<file path="src/rtl/scene_animator.sv">
// Per-frame scene generator: scrolls N pipes with LFSR-seeded gap centres, runs bird
// gravity/flap physics, cycles the bird sprite and counts score for the display block.
module scene_animator #(
   parameter int N_PIPES      = 3,
   parameter int PIPE_SPACING = 200,
   parameter int INIT_X       = 300,
   parameter int CENTER_MIN   = 120,
   parameter int GAP_BASE     = 100,
   parameter int GAP_STEP     = 16,
   parameter int BIRD_H       = 200,
   parameter int BIRD_V0      = 150,
   parameter int V_MAX_POS    = 440,
   parameter int GRAVITY      = 1,
   parameter int FLAP_V       = 8,
   parameter int VEL_MAX      = 10,
   parameter int ANIM_DIV     = 6
) (
   input  logic                   clk,
   input  logic                   rst,
   input  logic                   frame_tick,
   input  logic                   start,
   input  logic                   pause,
   input  logic                   hit,
   input  logic                   flap,
   input  logic [1:0]             level,
   output logic [11*N_PIPES-1:0]  pipe_pos,
   output logic [11*N_PIPES-1:0]  pipe_center,
   output logic [11*N_PIPES-1:0]  pipe_gap,
   output logic [10:0]            bird_v,
   output logic [2:0]             bird_state,
   output logic [7:0]             score,
   output logic [1:0]             game_state
);

   typedef enum logic [1:0] {
      IDLE   = 2'd0,
      RUN    = 2'd1,
      PAUSED = 2'd2,
      OVER   = 2'd3
   } state_t;

   localparam int AW = (ANIM_DIV > 1) ? $clog2(ANIM_DIV) : 1;
   localparam logic [AW-1:0]       ANIM_LAST = AW'(ANIM_DIV - 1);
   localparam logic [10:0]         RING      = 11'(N_PIPES * PIPE_SPACING);
   localparam logic [10:0]         SCORE_X   = 11'(BIRD_H);
   localparam logic [10:0]         BIRD_MAX  = 11'(V_MAX_POS);
   localparam logic signed [5:0]   FLAP_VEL  = 6'(-FLAP_V);
   localparam logic signed [6:0]   VMAX7     = 7'(VEL_MAX);

   function automatic logic [11*N_PIPES-1:0] init_pos();
      logic [11*N_PIPES-1:0] v;
      v = '0;
      for (int i = 0; i < N_PIPES; i++) begin
         v[11*i +: 11] = 11'(INIT_X + i * PIPE_SPACING);
      end
      return v;
   endfunction

   localparam logic [11*N_PIPES-1:0] POS_INIT    = init_pos();
   localparam logic [11*N_PIPES-1:0] CENTER_INIT = {N_PIPES{11'(CENTER_MIN + 64)}};
   localparam logic [11*N_PIPES-1:0] GAP_INIT    = {N_PIPES{11'(GAP_BASE)}};

   state_t                state;
   logic [15:0]           lfsr;
   logic signed [5:0]     vel;
   logic                  flap_latch;
   logic [AW-1:0]         anim_cnt;

   logic [10:0]           speed;
   logic [10:0]           gap_new;
   logic [11*N_PIPES-1:0] pos_nxt;
   logic [11*N_PIPES-1:0] center_nxt;
   logic [11*N_PIPES-1:0] gap_nxt;
   logic [3:0]            cross_cnt;
   logic [8:0]            score_sum;
   logic [7:0]            score_nxt;
   logic signed [6:0]     vel_inc;
   logic signed [5:0]     vel_nxt;
   logic signed [11:0]    bird_sum;
   logic [10:0]           bird_nxt;
   logic                  reinit;
   logic                  do_update;

   assign reinit     = rst || (state == IDLE && start);
   assign do_update  = (state == RUN) && !hit && !pause && frame_tick;
   assign game_state = state;

   // Next-frame scene: scroll/wrap every pipe and count score-line crossings.
   always_comb begin
      speed      = 11'(level) + 11'd1;
      gap_new    = 11'(GAP_BASE) - 11'(level) * 11'(GAP_STEP);
      pos_nxt    = pipe_pos;
      center_nxt = pipe_center;
      gap_nxt    = pipe_gap;
      cross_cnt  = '0;
      for (int i = 0; i < N_PIPES; i++) begin
         if (pipe_pos[11*i +: 11] >= speed) begin
            pos_nxt[11*i +: 11] = pipe_pos[11*i +: 11] - speed;
         end else begin
            pos_nxt[11*i +: 11]    = pipe_pos[11*i +: 11] + RING - speed;
            center_nxt[11*i +: 11] = 11'(CENTER_MIN) + {4'b0, lfsr[6:0] ^ 7'(i)};
            gap_nxt[11*i +: 11]    = gap_new;
         end
         if (pipe_pos[11*i +: 11] >= SCORE_X && pos_nxt[11*i +: 11] < SCORE_X) begin
            cross_cnt = cross_cnt + 4'd1;
         end
      end
      score_sum = {1'b0, score} + {5'b0, cross_cnt};
      score_nxt = score_sum[8] ? 8'hFF : score_sum[7:0];
   end

   // Bird physics: the position moves by the old velocity before the velocity updates.
   always_comb begin
      vel_inc = {vel[5], vel} + 7'(GRAVITY);
      if (flap_latch || flap) begin
         vel_nxt = FLAP_VEL;
      end else if (vel_inc > VMAX7) begin
         vel_nxt = VMAX7[5:0];
      end else begin
         vel_nxt = vel_inc[5:0];
      end
      bird_sum = {1'b0, bird_v} + {{6{vel[5]}}, vel};
      if (bird_sum[11]) begin
         bird_nxt = '0;
      end else if (bird_sum[10:0] > BIRD_MAX) begin
         bird_nxt = BIRD_MAX;
      end else begin
         bird_nxt = bird_sum[10:0];
      end
   end

   always_ff @(posedge clk) begin
      if (rst) begin
         lfsr <= 16'hACE1;
      end else begin
         lfsr <= {lfsr[0] ^ lfsr[2] ^ lfsr[3] ^ lfsr[5], lfsr[15:1]};
      end

      if (rst) begin
         state <= IDLE;
      end else begin
         unique case (state)
            IDLE:    if (start) state <= RUN;
            RUN:     if (hit) state <= OVER;
                     else if (pause) state <= PAUSED;
            PAUSED:  if (!pause) state <= RUN;
            OVER:    if (start) state <= IDLE;
            default: state <= IDLE;
         endcase
      end

      // A start from IDLE rebuilds the scene exactly as reset does, minus the LFSR.
      if (reinit) begin
         pipe_pos    <= POS_INIT;
         pipe_center <= CENTER_INIT;
         pipe_gap    <= GAP_INIT;
         bird_v      <= 11'(BIRD_V0);
         bird_state  <= '0;
         score       <= '0;
         vel         <= '0;
         flap_latch  <= 1'b0;
         anim_cnt    <= '0;
      end else if (do_update) begin
         pipe_pos    <= pos_nxt;
         pipe_center <= center_nxt;
         pipe_gap    <= gap_nxt;
         score       <= score_nxt;
         bird_v      <= bird_nxt;
         vel         <= vel_nxt;
         flap_latch  <= 1'b0;
         if (anim_cnt == ANIM_LAST) begin
            anim_cnt   <= '0;
            bird_state <= {1'b0, bird_state[1:0] + 2'd1};
         end else begin
            anim_cnt <= anim_cnt + 1'b1;
         end
      end else if (flap) begin
         flap_latch <= 1'b1;
      end
   end

endmodule

</file>
<file path="config.mk">
export PLATFORM = sky130hd
export DESIGN_NAME = scene_animator
export DESIGN_NICKNAME = d
export VERILOG_FILES = /design/src/rtl/scene_animator.sv
export SDC_FILE = /design/constraint.sdc
export NUM_CORES = 1
export LEC_CHECK = 0
export CAP_MARGIN = 10
export CORE_UTILIZATION = 55
export CTS_BUF_LIST = sky130_fd_sc_hd__clkbuf_8
export DETAILED_ROUTE_END_ITERATION = 6
export GPL_TIMING_DRIVEN = 0
export MAX_ROUTING_LAYER = met4
export PLACE_DENSITY = 0.82
export SYNTH_ARGS = -nofsm -noshare
export SYNTH_HDL_FRONTEND = slang
export SYNTH_SLANG_ARGS = --single-unit
</file>
<file path="constraint.sdc">
create_clock -name clk -period 13.8 [get_ports clk]
set_input_delay 2.07 -clock clk [delete_from_list [all_inputs] [get_ports clk]]
set_output_delay 2.07 -clock clk [all_outputs]
set_load 0.02 [all_outputs]
</file>
==> metrics.txt <==
WL/cell=16.2 µm; EDFF count, synth=0; DRC=0; Least-Margin Pin Slew=0.983 ns; DPL Wire Length=15,500 µm; Die ar.=0.0145 mm²; crit path time final=7.50 ns; GRT Residual Overflow=0; Post-Synth Simple-Gate Area=18.9%; Hold Path Class=reg2reg; routed vias=7,339; # nets final=1,181; CP Cell Sequence=clkdlybuf4s50_1 -> ha_1 -> inv_1 -> ha_1 -> inv_1 -> fa_1 -> o21ai_0 -> a211o_1 -> a211oi_1 -> xor2_1 -> a311oi_1 -> a2111o_1 -> nor3_1 -> ha_1 -> xor2_1 -> ha_1 -> fa_1 -> a21oi_1 -> nor2b_1 -> nand3_1 -> and3_1 -> nor3_1; final WL=20,600 µm; met3 Use GR=5.05%; critical path class=in2reg; Worst EP arrival=7.79 ns; first-pass GRT wire length=33,600 µm; mapped cell area=0.00772 mm²; CP required=14.09 ns; clock share of power=39.6%; global route hottest layer=met2; unrepaired setup endpoints after global routing=false; P_int=527 µW; CTS tree=built; fmax=133 MHz; Slew HR=34.5%; multiplexer share of the synthesized area=1.83%; Vias/cell=5.76; Synth Area in Compound Gates=20.6%; crit share post-route=54.4%; postcts setup bufs=0; register share of total power=47.7%; initial antenna violation count=0; smallest hold slack=0.408 ns; Post-Synth XOR/XNOR Area=6.00%; crit-path leading delay family=adder cells; pin count of the biggest net entering global routing=17; largest stage delay on the critical path=0.61 ns; IO Port Bufs=97; syn avg cell area=8.22 µm²; Final Hold Fails=0; status=complete, no violations; post-synthesis instance total=939; Seq/Total Area, Yosys=29.8%; Peak supply drop=0.0690 mV; TNS Setup=0 ns; All-Layer GR Usage=30.2%; RePlAce Congestion=0.945; CORE AREA=0.0135 mm²; Max Cap Viol=0; adder-cell share of the synthesized area=14.5%; CTS Sinks=115; sum of buffers and inverters on the critical path=3; Sw Share=26.8%; initial core utilization=57.4%; Net Sw Power=193 µW; met1 Use GR=41.1%; Hold Buf Count CTS=0; clock latency on the worst-skew pair=0.43 ns; P_leak=0.00396 µW; Cell variety after synth=70; clock skew=0.0101 ns; vias in the first global route=6,671; H-tree levels=4; P per Cell Area=76.6 mW/mm²; DRT iter0 DRCs=599; # rows=42; Num CTS Buffers=17; Comb pwr share=12.7%; Max Slew Vio Count=0; PostCTS Resize Cnt=0; Top Ports=132; main combinational cell family by area after synthesis=compound AO/OA/AOI/OAI gates; clock buffer depth=2; CP most frequent cell=ha_1; Setup Viol. Count Final=0; CP Capture Type=register; dominant synthesized flop cell=dfxtp_1; Die Ht=120 µm; die width=120 µm; Yosys Warn Count=0; first-pass detailed-route iteration total=5; startpoint type of the worst setup path=primary input; root buffer cell=clkbuf_8; Async S/R FF share, synth=0%; clock-pin slew on the worst setup and hold paths=0.07 ns; Antenna Violating Nets Remaining=0; commonest non-fill, non-tap cell in the layout=dfxtp_1; synthesis-stage register bit count=115; most frequent cells in the layout=dfxtp_1, clkdlybuf4s50_1, nor2_1; critical-path maximum fanout=6; CP max-delay cell=clkdlybuf4s50_1; met2 Resource Use GR=45.5%; number of diodes=0; Layout area overhead=21.6%; layout cell share with drive strength beyond 1=8.01%
## worst reg2reg max path, delay by kind of cell, from the launching register on
family / cells / cell delay [ns]
AO/OA/AOI/OAI: 6 / 1.62
XOR/XNOR: 2 / 0.36
adder cells (fa/ha/maj): 5 / 1.47
buffers and inverters: 1 / 0.16
flip-flops: 1 / 0.46
AND/OR/NAND/NOR: 5 / 0.85
## synthesized netlist by cell type, drive strengths merged, types with 12 or more instances
cell	n	area, µm²
inv	61	229
o211ai	29	218
nor2	88	330
a21oi	58	294
xor2	17	149
nor3	24	125
nand2	85	319
and3	12	75.1
dfxtp	115	2300
mux2i	13	130
clkbuf	26	97.6
a31oi	13	81.3
a211oi	19	143
o21ai	56	280
xnor2	35	314
ha	75	938
nor2b	18	113
nand3	17	85.1
buf	42	307
## power by group through the flow
stage	combinational (µW)	clock, µW	sequential (µW)
after floorplan	62.5	0	351
after CTS	89.8	286	343
after global routing	99.7	300	344
after detailed placement	89.2	0	350
final	91.5	285	343
after global placement	87.9	0	350
## cell families after synthesis
group / Yosys count
buffers and inverters: 129
AOI/OAI and AO/OA: 240
muxes: 14
DFF: 115
other: 2
adders and majority gates: 84
and+or+nand+nor: 303
xor gates and xnor gates: 52
## final timing paths
path,start,to,slack [ns],cells after the start
setup / recovery,level[0],score[3],6.30,22
hold / removal,lfsr[14],lfsr[13],0.41,1
setup reg to reg,pipe_pos[13],score[3],8.73,19
hold reg to reg,lfsr[14],lfsr[13],0.41,1
## stage by stage
stage                     cells  cell area [µm²]  util, %  worst slack [ns]  total power (µW)
after floorplan             971             7840        -              7.28               413
after global placement     1244             9030     67.1              6.08               438
after detailed placement   1245             9030     67.1              6.02               439
after CTS                  1274             9390     69.8              6.38               718
after global routing       1274             9390     69.8              6.09               743
final                      1274             9390     69.8              6.30               719
## per-layer routing
metal	share of wire (%)	routed length (µm)
met4	2.2	461
met3	6.1	1260
met2	45	9310
met5	0	0
met1	47	9620
## cell type report
cell class | instances | area [µm²]
Sequential cell | 115 | 2300
Buffer | 68 | 404
Inverter | 61 | 229
Timing Repair Buffer | 98 | 976
Fill cell | 1135 | 4070
Tap cell | 176 | 220
Multi-Input combinational cell | 727 | 4900
Clock buffer | 21 | 289
Clock inverter | 8 | 63.8
## flip-flops by register name, indices dropped and copies added (netlist names)
signal / flops
pipe_center: 24
score: 8
vel: 6
flap_latch: 1
pipe_gap: 9
bird_state: 2
lfsr: 16
bird_v: 11
pipe_pos: 33
game_state: 2
anim_cnt: 3
Note: power is estimated with default switching activity, not from simulation.
